<file path="config.mk">
export PLATFORM = sky130hd
export DESIGN_NAME = pkt_rr_scheduler
export DESIGN_NICKNAME = d
export VERILOG_FILES = /design/src/rtl/pkt_sched_pkg.sv /design/src/rtl/axis_skid_buf.sv /design/src/rtl/pkt_rr_scheduler.sv
export SDC_FILE = /design/constraint.sdc
export NUM_CORES = 1
export LEC_CHECK = 0
export ABC_AREA = 1
export ABC_CLOCK_PERIOD_IN_PS = 2300
export BUFFER_PORTS_ARGS = -buffer_cell sky130_fd_sc_hd__buf_4
export CAP_MARGIN = 20
export CELL_PAD_IN_SITES_DETAIL_PLACEMENT = 1
export CELL_PAD_IN_SITES_GLOBAL_PLACEMENT = 1
export CORE_MARGIN = 2
export CORE_UTILIZATION = 30
export CTS_CLUSTER_SIZE = 12
export DETAILED_ROUTE_END_ITERATION = 10
export PLACE_DENSITY_LB_ADDON = 0.1
export SETUP_SLACK_MARGIN = 0.02
export SLEW_MARGIN = 20
export SYNTH_ARGS = -nofsm -noshare
export SYNTH_HDL_FRONTEND = slang
export SYNTH_HIERARCHICAL = 1
export SYNTH_SLANG_ARGS = --single-unit
</file>
<file path="constraint.sdc">
create_clock -name clk -period 2.3 [get_ports clk]
set_clock_uncertainty 0.1 [all_clocks]
set_input_delay 0.115 -clock clk [delete_from_list [all_inputs] [get_ports clk]]
set_output_delay 0.115 -clock clk [all_outputs]
set_load 0.01 [all_outputs]
</file>
<file path="src/rtl/pkt_sched_pkg.sv">
`default_nettype none
// ============================================================================
// pkt_sched_pkg : shared defaults and FSM state type for pkt_rr_scheduler
// Rev 1.0
// ============================================================================
package pkt_sched_pkg;

  localparam int NUM_PORTS_DEF = 4;
  localparam int DATA_W_DEF    = 64;
  localparam int KEEP_W_DEF    = DATA_W_DEF / 8;

  typedef enum logic [0:0] {
    ST_IDLE = 1'b0,
    ST_XFER = 1'b1
  } sched_state_e;

endpackage
`default_nettype wire

</file>
<file path="src/rtl/axis_skid_buf.sv">
`default_nettype none
// ============================================================================
// axis_skid_buf : 2-entry AXI-Stream skid buffer, registered ready and valid
// Rev 1.0
// ============================================================================
module axis_skid_buf
  import pkt_sched_pkg::*;
#(
  parameter int DATA_W = DATA_W_DEF,
  parameter int KEEP_W = DATA_W / 8
) (
  input  logic              clk,
  input  logic              resetn,
  input  logic              s_valid_i,
  output logic              s_ready_o,
  input  logic [DATA_W-1:0] s_data_i,
  input  logic [KEEP_W-1:0] s_keep_i,
  input  logic              s_last_i,
  output logic              m_valid_o,
  output logic [DATA_W-1:0] m_data_o,
  output logic [KEEP_W-1:0] m_keep_o,
  output logic              m_last_o,
  input  logic              m_ready_i
);

  localparam int PAY_W = DATA_W + KEEP_W + 1;

  logic             out_valid_q, out_valid_d;
  logic [PAY_W-1:0] out_pay_q, out_pay_d;
  logic             skid_valid_q, skid_valid_d;
  logic [PAY_W-1:0] skid_pay_q, skid_pay_d;
  logic [PAY_W-1:0] in_pay;
  logic             in_fire;

  assign in_pay    = {s_data_i, s_keep_i, s_last_i};
  assign s_ready_o = ~skid_valid_q;
  assign in_fire   = s_valid_i & ~skid_valid_q;

  // The skid entry only fills when the output stage is stalled, so it always
  // drains first to keep beat order.
  always_comb begin
    out_valid_d  = out_valid_q;
    out_pay_d    = out_pay_q;
    skid_valid_d = skid_valid_q;
    skid_pay_d   = skid_pay_q;
    if (!out_valid_q || m_ready_i) begin
      if (skid_valid_q) begin
        out_valid_d  = 1'b1;
        out_pay_d    = skid_pay_q;
        skid_valid_d = 1'b0;
      end else begin
        out_valid_d = in_fire;
        if (in_fire) begin
          out_pay_d = in_pay;
        end
      end
    end else if (in_fire) begin
      skid_valid_d = 1'b1;
      skid_pay_d   = in_pay;
    end
  end

  always_ff @(posedge clk or negedge resetn) begin
    if (!resetn) begin
      out_valid_q  <= 1'b0;
      out_pay_q    <= '0;
      skid_valid_q <= 1'b0;
      skid_pay_q   <= '0;
    end else begin
      out_valid_q  <= out_valid_d;
      out_pay_q    <= out_pay_d;
      skid_valid_q <= skid_valid_d;
      skid_pay_q   <= skid_pay_d;
    end
  end

  assign m_valid_o = out_valid_q;
  assign {m_data_o, m_keep_o, m_last_o} = out_pay_q;

endmodule
`default_nettype wire

</file>
<file path="src/rtl/pkt_rr_scheduler.sv">
`default_nettype none
// ============================================================================
// pkt_rr_scheduler : packet-granular round-robin AXIS arbiter with skid egress
// Rev 1.0
// ============================================================================
module pkt_rr_scheduler
  import pkt_sched_pkg::*;
#(
  parameter int NUM_PORTS = NUM_PORTS_DEF,
  parameter int DATA_W    = DATA_W_DEF,
  parameter int KEEP_W    = DATA_W / 8
) (
  input  logic                          clk,
  input  logic                          resetn,
  input  logic [NUM_PORTS-1:0]          s_axis_rx_tvalid_i,
  output logic [NUM_PORTS-1:0]          s_axis_rx_tready_o,
  input  logic [NUM_PORTS-1:0]          s_axis_rx_tlast_i,
  input  logic [NUM_PORTS*DATA_W-1:0]   s_axis_rx_tdata_i,
  input  logic [NUM_PORTS*KEEP_W-1:0]   s_axis_rx_tkeep_i,
  output logic                          m_axis_tx_tvalid_o,
  output logic [DATA_W-1:0]             m_axis_tx_tdata_o,
  output logic [KEEP_W-1:0]             m_axis_tx_tkeep_o,
  output logic                          m_axis_tx_tlast_o,
  input  logic                          m_axis_tx_tready_i,
  input  logic [NUM_PORTS-1:0]          cfg_port_en_i,
  output logic [$clog2(NUM_PORTS)-1:0]  grant_o,
  output logic                          busy_o,
  output logic [31:0]                   pkt_cnt_o
);

  localparam int                 GRANT_W = $clog2(NUM_PORTS);
  localparam logic [GRANT_W:0]   PORTS_W = (GRANT_W + 1)'(NUM_PORTS);
  localparam logic [GRANT_W:0]   ONE_W   = (GRANT_W + 1)'(1);

  sched_state_e          state_q, state_d;
  logic [GRANT_W-1:0]    grant_q, grant_d;
  logic [31:0]           pkt_cnt_q, pkt_cnt_d;

  logic [NUM_PORTS-1:0]   req, req_rot, grant_onehot;
  logic [2*NUM_PORTS-1:0] req_dbl;
  logic [GRANT_W:0]       rot_base, rr_sum;
  logic [GRANT_W-1:0]     rr_offset, rr_winner;
  logic                   sel_valid, sel_last, skid_ready, beat_fire;
  logic [DATA_W-1:0]      sel_data;
  logic [KEEP_W-1:0]      sel_keep;

  // Doubling the request vector turns the wrap-around search into a plain
  // lowest-set-bit pick starting just above the previous grant.
  assign req      = s_axis_rx_tvalid_i & cfg_port_en_i;
  assign req_dbl  = {req, req};
  assign rot_base = {1'b0, grant_q} + ONE_W;

  always_comb begin
    req_rot   = req_dbl[rot_base +: NUM_PORTS];
    rr_offset = '0;
    for (int i = NUM_PORTS - 1; i >= 0; i--) begin
      if (req_rot[i]) begin
        rr_offset = GRANT_W'(i);
      end
    end
    rr_sum    = rot_base + {1'b0, rr_offset};
    rr_winner = (rr_sum >= PORTS_W) ? GRANT_W'(rr_sum - PORTS_W) : GRANT_W'(rr_sum);
  end

  always_comb begin
    grant_onehot = '0;
    sel_valid    = 1'b0;
    sel_last     = 1'b0;
    sel_data     = '0;
    sel_keep     = '0;
    for (int p = 0; p < NUM_PORTS; p++) begin
      if (grant_q == GRANT_W'(p)) begin
        grant_onehot[p] = 1'b1;
        sel_valid       = s_axis_rx_tvalid_i[p];
        sel_last        = s_axis_rx_tlast_i[p];
        sel_data        = s_axis_rx_tdata_i[p*DATA_W +: DATA_W];
        sel_keep        = s_axis_rx_tkeep_i[p*KEEP_W +: KEEP_W];
      end
    end
  end

  assign beat_fire = (state_q == ST_XFER) & sel_valid & skid_ready;

  always_comb begin
    state_d            = state_q;
    grant_d            = grant_q;
    pkt_cnt_d          = pkt_cnt_q;
    s_axis_rx_tready_o = '0;
    case (state_q)
      ST_IDLE: begin
        if (|req) begin
          grant_d = rr_winner;
          state_d = ST_XFER;
        end
      end
      ST_XFER: begin
        s_axis_rx_tready_o = skid_ready ? grant_onehot : '0;
        if (beat_fire && sel_last) begin
          state_d   = ST_IDLE;
          pkt_cnt_d = pkt_cnt_q + 32'd1;
        end
      end
      default: state_d = ST_IDLE;
    endcase
  end

  always_ff @(posedge clk or negedge resetn) begin
    if (!resetn) begin
      state_q   <= ST_IDLE;
      grant_q   <= GRANT_W'(NUM_PORTS - 1);
      pkt_cnt_q <= '0;
    end else begin
      state_q   <= state_d;
      grant_q   <= grant_d;
      pkt_cnt_q <= pkt_cnt_d;
    end
  end

  axis_skid_buf #(
    .DATA_W (DATA_W),
    .KEEP_W (KEEP_W)
  ) u_skid (
    .clk       (clk),
    .resetn    (resetn),
    .s_valid_i ((state_q == ST_XFER) & sel_valid),
    .s_ready_o (skid_ready),
    .s_data_i  (sel_data),
    .s_keep_i  (sel_keep),
    .s_last_i  (sel_last),
    .m_valid_o (m_axis_tx_tvalid_o),
    .m_data_o  (m_axis_tx_tdata_o),
    .m_keep_o  (m_axis_tx_tkeep_o),
    .m_last_o  (m_axis_tx_tlast_o),
    .m_ready_i (m_axis_tx_tready_i)
  );

  assign grant_o   = grant_q;
  assign busy_o    = (state_q == ST_XFER);
  assign pkt_cnt_o = pkt_cnt_q;

endmodule
`default_nettype wire
</file>
==> metrics.md, run 1 <==
| Metric | Value |
|---|---|
| Final nets | `2520` |
| Arrival @ worst endpoint | `2.41 ns` |
| Clk pin slew, worst setup/hold paths | `0.07 ns` |
| Largest net degree at the start of global routing | `73` |
| Post-layout util | `0.484` |
| ANT nets after route | `0` |
| Max FO, Critical Path | `23` |
| Clock latency on the worst-skew pair | `0.44 ns` |
| Internal reg-to-reg setup slack | `0.12 ns` |
| Root Driver | `clkbuf_16` |
| Area growth syn-to-layout | `59.3%` |
| RR Endpoint | `u_skid/skid_pay_q[28]` |
| Endpoints failing hold | `1` |
| Die Width | `194 um` |
| Combinational power share | `0.597` |
| Synthesized netlist cell count | `between 1500 and 2000` |
| Maximum Capacitance Violations | `0` |
| Post-synth EDFFs | `0` |
| Net Switching | `10.0 mW` |
| Clk buf depth | `2` |
| Max VDD drop | `0.000812 V` |
| Fin crit period | `2.18 ns` |
| Most used cell, CP | `nand2_1` |
| Port Buf Inserts | `about 420` |
| H-tree depth | `4` |
| Boundary Pins | `416` |
| Post-synthesis mux area share | `0` |
| FILL cells | `4486` |
| Via-to-Cell Ratio | `4.89` |
| Initial antenna violation count | `2` |
| Register-to-Register Path Depth | `13` |
| Chip height | `194 um` |
| Worst Hold Class | `input port to register` |
| Library cells used by synthesis | `28` |
| Worst Path Class, Setup | `register to register` |
| Share of layout cells above drive strength 1 | `0.237` |
| Core Region | `35500 um2` |
| First drt pass iteration count | `5` |
| Vias in the first global route | `14000` |
| Sw Ratio | `0.480` |
| Cts bufs inserted | `17` |
| Synth Area in Compound Gates | `0.0192` |
| Post-Place Worst Slack | `0.0302 ns` |
| Synth top cells by count | `nand2_1, dfrtp_1, nand3_1` |
| Initial Util | `0.304` |
| Reg2reg start | `grant_o[0]` |
| Post-Synthesis Cell Area | `10800 um2` |
| Critical path's slowest cell | `dfstp_2` |
| Most numerous cell in the Yosys netlist | `nand2_1` |
| Slew Viols, Final | `0` |
| Synth warn | `6` |
| Main synth FF type | `dfrtp_1` |
| First-pass GRT wire length | `around 77000 um` |
| Hold depth | `5` |
| Failing checks | `hold timing` |
| Fin crit share | `0.946` |
| Crit start category | `register` |
| Slew margin rel. | `0.594` |
| Vias post-DR | `~13000` |
| Yosys top cell area share | `0.420` |
| Mean Syn Cell Area | `between 6 and 7 um2` |
| Crit-path cells | `buf_4 -> nor2_4 -> nand2_1 -> o221ai_1 -> nand2_1 -> nand2_4 -> inv_2 -> inv_2 -> nor2_4 -> nand2_8 -> buf_16 -> nand2_1 -> nand2_1` |
| Total track usage | `0.255` |
| Worst setup margin | `between 0.1 and 0.15 ns` |
| Synth area leader | `dfrtp_1` |
| CP Data Required Time | `2.53 ns` |
| Adder-Cell Fraction of Synth Area | `0.00232` |
| Ys async rst share | `1.00` |
| TritonCTS clock tree | `yes` |
| Hold endpoint | `u_skid/skid_pay_q[17]` |
| Synth Register Bits | `183` |
| Rows | `69` |
| Drt wl/cell | `18.9 um` |
| DP HPWL | `~32000 um` |
| Slew @ Worst Pin | `0.609 ns` |
| GR Overflow Total | `0` |
| Worst Hold Slack | `-0.0130 ns` |
| Setup violations, final | `0` |
| Clock Sinks | `between 150 and 200` |
| Placer congestion estimate | `0.818` |
| Die area | `37500 um2` |
| Internal power | `10.8 mW` |
| RSZ-0062 raised after global routing | `yes` |
| Status | `finished with violations` |
| Pwr dens | `1210 nW/um2` |
| Clock network power share | `0.152` |
| Crit end category | `register` |
| Hold_sp | `s_axis_rx_tdata_i[8]` |
| Synth area leaders | `dfrtp_1, nand2_1, nand3_1` |
| Main combinational cell family by area after synthesis | `simple AND/OR/NAND/NOR gates` |
| Number of DRC markers in iteration 0 | `633` |
| Mapped Nets | `1953` |
| Simple-gate share of the synthesized area | `0.480` |
| Aggregate routed wire length | `50800 um` |
| Flop pwr share | `0.251` |
| Critical path's largest stage delay | `0.57 ns` |
| Fmax | `roughly 460 MHz` |
| Sequential share of the synthesized area | `0.425` |
| Post-synthesis xor/xnor area fraction | `0.0203` |
| Remaining DRCs | `0` |
| P_leak | `9.10 nW` |
power by group through the flow:
stage / clock [mW] / sequential (mW) / combinational, mW
6_report: 3.17 / 5.24 / 12.4
5_1_grt: 3.40 / 5.38 / 13.7
4_1_cts: 3.26 / 5.24 / 11.3
3_5_place_dp: 0 / 5.28 / 11.0
3_3_place_gp: 0 / 5.25 / 10.8
2_1_floorplan: 0 / 5.39 / 6.30
worst max-delay path, delay by kind of cell (launching register included):
kind,cells,cell delay [ns]
flops,1,0.57
simple gates,8,0.81
compound gates,1,0.13
buf+inv,4,0.47
cell usage in the layout, fill, tap and decap left out, types with 4 or more instances in the layout:
cell type      count
nand3_1           99
nand2_1         1032
nor3_1            17
nor2_4             8
inv_6              5
dlygate4sd3_1    168
inv_1             24
buf_6             10
o21ai_0           21
buf_12            12
xnor2_1            8
nor2_1            33
nand4_1           75
buf_4            442
inv_2              5
dfrtp_1          180
nand3b_1           4
o21ai_1           12
xor2_1            17
clkbuf_16         25
metrics by stage:
stage | total power, mW | area [um2] | TNS [ns] | hold slack [ns] | std cells
detailed placement | 16.3 | 14500 | 0 | 0.0535 | 2467
floorplan | 11.7 | 10800 | 0 | -0.281 | 1648
global placement | 16.1 | 14500 | 0 | 0.0602 | 2467
global route | 22.5 | 17200 | -0.00931 | 0.00426 | 2690
finish | 20.8 | 17200 | 0 | -0.0130 | 2691
CTS | 19.8 | 16800 | 0 | 0.000376 | 2667
kinds of logic (layout without fill, tap and decap cells):
kind of cell,count (synthesis),in the layout
other,0,2
DFF,183,183
and+or+nand+nor,1274,1275
buffers and inverters,125,704
xor gates and xnor gates,25,25
adders and majority gates,2,2
AOI/OAI and AO/OA,39,39
per-layer routing:
| metal | vias up | GRT usage | wire length (um) |
|---|---|---|---|
| met5 | - | 0 | 16 |
| met4 | 2 | 0.0710 | 1070 |
| met3 | 61 | 0.0508 | 2470 |
| met2 | 363 | 0.438 | 25000 |
| met1 | 6422 | 0.326 | 22200 |
| li1 | 6319 | - | - |
flip-flops by register name (all words and copies together), names as in the netlist:
signal and flops:
pkt_cnt_o 32, grant_o 2, busy_o 1, u_skid/m_valid_o 1
u_skid/skid_valid_q 1, u_skid/out_pay_q 73, u_skid/skid_pay_q 73
what timing repair did:
| item | CTS | global route |
|---|---|---|
| hold endpoints to repair | 138 | 0 |
| cloned | 0 | 13 |
| hold buffers | 168 | 0 |
| setup endpoints to repair | 2 | 179 |
| resized for setup | 1 | 15 |
| pin swaps | 1 | 6 |
| buffers inserted | 0 | 9 |
cell type report:
class	instances	area (um2)	area share
Tap cell	461	577	0.0336
Multi-Input combinational cell	1341	5700	0.331
Clock buffer	20	457	0.0266
Clock inverter	12	163	0.00946
Antenna cell	2	5.00	0.000291
Sequential cell	183	4580	0.267
Inverter	30	115	0.00670
Timing Repair Buffer	642	5590	0.325
worst max-delay path by stage:
| stage | slack [ns] | endpoint | cells after the start | start |
|---|---|---|---|---|
| floorplan | 0.05 | u_skid/out_pay_q[52] | 14 | grant_o[1] |
| global placement | 0.06 | pkt_cnt_o[4] | 8 | grant_o[0] |
| detailed placement | 0.03 | u_skid/skid_pay_q[33] | 11 | grant_o[0] |
| CTS | 0.03 | pkt_cnt_o[24] | 8 | grant_o[0] |
| global route | -0.006 | u_skid/skid_pay_q[32] | 13 | grant_o[0] |
| finish | 0.12 | u_skid/skid_pay_q[28] | 13 | grant_o[0] |
No activity file was read; power rests on OpenSTA's default activity.
==> run 2: changes to the inputs <==
Settings changed: CORE_UTILIZATION 30 to 31, SYNTH_HIERARCHICAL 1 to default.
==> metrics.md, run 2 <==
| Metric | Value |
|---|---|
| Worst Hold Class | `input port to register` |
| Fmax | `456 MHz (-0.80%)` |
| Slew Viols, Final | `0 (unchanged)` |
| Library cells used by synthesis | `33 (+18%)` |
| Crit end category | `register` |
| DP HPWL | `28900 um (-10%)` |
| CP bufs+invs | `3 (-1)` |
| Vias post-DR | `11900 (-9.6%)` |
| Ys async rst share | `1.00 (unchanged)` |
| CP delay by family, top | `buffers and inverters` |
| Critical path's slowest cell | `dlygate4sd3_1` |
| Mapped Nets | `1709 (-12%)` |
| Area growth syn-to-layout | `60.4%` |
| Pwr dens | `1150 nW/um2 (-5.2%)` |
| Cts bufs inserted | `17 (unchanged)` |
| Status | `completed` |
| Die area | `34400 um2 (-8.4%)` |
| Share of layout cells above drive strength 1 | `0.256 (+0.0181)` |
| Fin crit share | `0.954 (+0.00766)` |
| Clk pin slew, worst setup/hold paths | `0.08 ns (about the same)` |
| Post-Synthesis Cell Area | `10200 um2 (-5.5%)` |
| Max FO, Critical Path | `14 (-39%)` |
| RSZ-0062 raised after global routing | `no` |
| Synth area leader | `dfrtp_1` |
| Main synth FF type | `dfrtp_1` |
| Synth Register Bits | `183 (unchanged)` |
| Drt wl/cell | `17.9 um (-5.0%)` |
| Setup violations, final | `0 (unchanged)` |
| Vias in the first global route | `12800 (-8.1%)` |
| Post-synth EDFFs | `0 (unchanged)` |
| Max VDD drop | `0.000692 V (-15%)` |
| Crit start category | `register` |
| Slew @ Worst Pin | `0.685 ns (+0.0766 ns)` |
| Arrival @ worst endpoint | `2.42 ns (about the same)` |
| Initial Util | `0.314 (+0.0100)` |
| Critical path's largest stage delay | `0.56 ns (about the same)` |
| Clock Sinks | `183 (unchanged)` |
| Total track usage | `0.254 (-0.00130)` |
| Clock latency on the worst-skew pair | `0.45 ns (about the same)` |
| Total chip power | `18.8 mW (-9.8%)` |
| Register area | `4590 um2 (about the same)` |
| Boundary Pins | `416 (unchanged)` |
| Fin crit period | `2.19 ns (+0.0176 ns)` |
| Most frequent cells in the layout | `nand2_1, buf_4, dlygate4sd3_1, dfrtp_1, o21ai_0` |
| Root Driver | `clkbuf_16` |
| First drt pass iteration count | `5 (unchanged)` |
| Synthesized netlist cell count | `1404 (-15%)` |
| Worst Path Class, Setup | `register to register` |
| Setup TNS | `0 ns (unchanged)` |
| Yosys top cell area share | `0.444 (+0.0245)` |
| ANT nets after route | `0 (unchanged)` |
| TritonCTS clock tree | `yes` |
| Core Region | `32500 um2 (-8.5%)` |
| Number of DRC markers in iteration 0 | `534 (-16%)` |
| Synth area leaders | `dfrtp_1, nand2_1, o21ai_0` |
| Synth top cells by count | `nand2_1, dfrtp_1, o21ai_0` |
| Die Width | `185 um (-4.3%)` |
| Crit-path cells | `buf_6 -> nor2_4 -> buf_4 -> nand2_1 -> nand3_1 -> a21oi_2 -> dlygate4sd3_1 -> o21ai_0` |
| Placer congestion estimate | `0.842 (+2.9%)` |
| Largest net degree at the start of global routing | `71 (-2.7%)` |
| Port Buf Inserts | `415 (unchanged)` |
| Slew margin rel. | `0.543 (-0.0511)` |
| CP Data Required Time | `2.53 ns (about the same)` |
| Aggregate routed wire length | `43600 um (-14%)` |
| Remaining DRCs | `0 (unchanged)` |
| FILL cells | `3996 (-11%)` |
| P_leak | `7.90 nW (-13%)` |
| GR Overflow Total | `0 (unchanged)` |
| Maximum Capacitance Violations | `0 (unchanged)` |
| First-pass GRT wire length | `68200 um (-11%)` |
| Via-to-Cell Ratio | `4.89 (-0.11%)` |
| Chip height | `185 um (-4.3%)` |
| Area occupied by multi-input gates | `5070 um2 (-11%)` |
| H-tree depth | `4 (unchanged)` |
| Commonest non-fill, non-tap cell in the layout | `nand2_1` |
| Rows | `66 (-4.3%)` |
| Sequential share of the synthesized area | `0.449 (+0.0248)` |
| Initial antenna violation count | `1 (-1)` |
| Mean Syn Cell Area | `7.26 um2 (+11%)` |
| Clk buf depth | `2 (unchanged)` |
| Endpoints failing hold | `0 (-1)` |
| Synth warn | `0 (-6)` |
| Most numerous cell in the Yosys netlist | `nand2_1` |
| Final nets | `2284 (-9.4%)` |
==> run 2: logic make-up after synthesis <==
group                      after synthesis  share of synthesized area
xor gates and xnor gates                17                     0.0146
buffers and inverters                  125                     0.0557
adders and majority gates                2                    0.00245
and+or+nand+nor                        798                      0.321
AOI/OAI and AO/OA                      265                      0.143
muxes                                   14                     0.0137
DFF                                    183                      0.449
==> run 2: layer usage <==
layer  track usage  up-vias  wire length [um]
met1         0.307     5737             18400
met2         0.438      333             21300
li1              -     5742                 -
met5             0        -                14
met3        0.0580       87              2490
met4        0.0978        2              1440
==> run 2: final timing paths <==
path | start | endpoint | slack (ns) | cells after the start
worst max-delay path | grant_o[1] | u_skid.skid_pay_q[58] | 0.11 | 8
worst min-delay path | s_axis_rx_tdata_i[125] | u_skid.skid_pay_q[70] | 0.005 | 5
worst max register to register | grant_o[1] | u_skid.skid_pay_q[58] | 0.11 | 8
worst min register to register | u_skid.skid_pay_q[24] | u_skid.skid_pay_q[24] | 0.38 | 2
max in group asynchronous | resetn | u_skid.out_pay_q[24] | 1.31 | 3
min in group asynchronous | resetn | u_skid.skid_pay_q[6] | 0.05 | 2
==> run 2: tightest hold or removal path, cell delays in order <==
cell and delay (ns):
buf_4 0.08, nand2_1 0.04, nand3_1 0.07, a21oi_1 0.05, o21ai_0 0.16
==> run 2: what timing repair did <==
item	CTS	global route
endpoints found under the setup margin	0	33
setup buffers	0	9
hold endpoints to repair	256	0
hold buffers	181	0
resized for setup	0	4
==> run 2: cell type report <==
| type | instances | area share |
|---|---|---|
| Inverter | 42 | 0.00964 |
| Antenna cell | 1 | 0.000153 |
| Multi-Input combinational cell | 1096 | 0.310 |
| Clock buffer | 18 | 0.0268 |
| Clock inverter | 14 | 0.00964 |
| Tap cell | 442 | 0.0338 |
| Timing Repair Buffer | 639 | 0.330 |
| Sequential cell | 183 | 0.280 |
==> run 2: stage by stage <==
step                       util  hold slack (ns)  setup WS (ns)  cells  instance area (um2)
after floorplan               -           -0.281          0.250   1404                10200
after global placement    0.427          -0.0387          0.219   2212                13800
after detailed placement  0.427          -0.0279          0.159   2212                13800
after CTS                 0.501         0.000168         0.0325   2425                16300
after global routing      0.504           0.0131         0.0161   2434                16400
final                     0.504          0.00466          0.105   2435                16400
==> run 2: where the power goes <==
group,internal (mW),switching [mW]
clock network,1.58,1.48
registers,4.54,0.752
logic,4.23,6.22
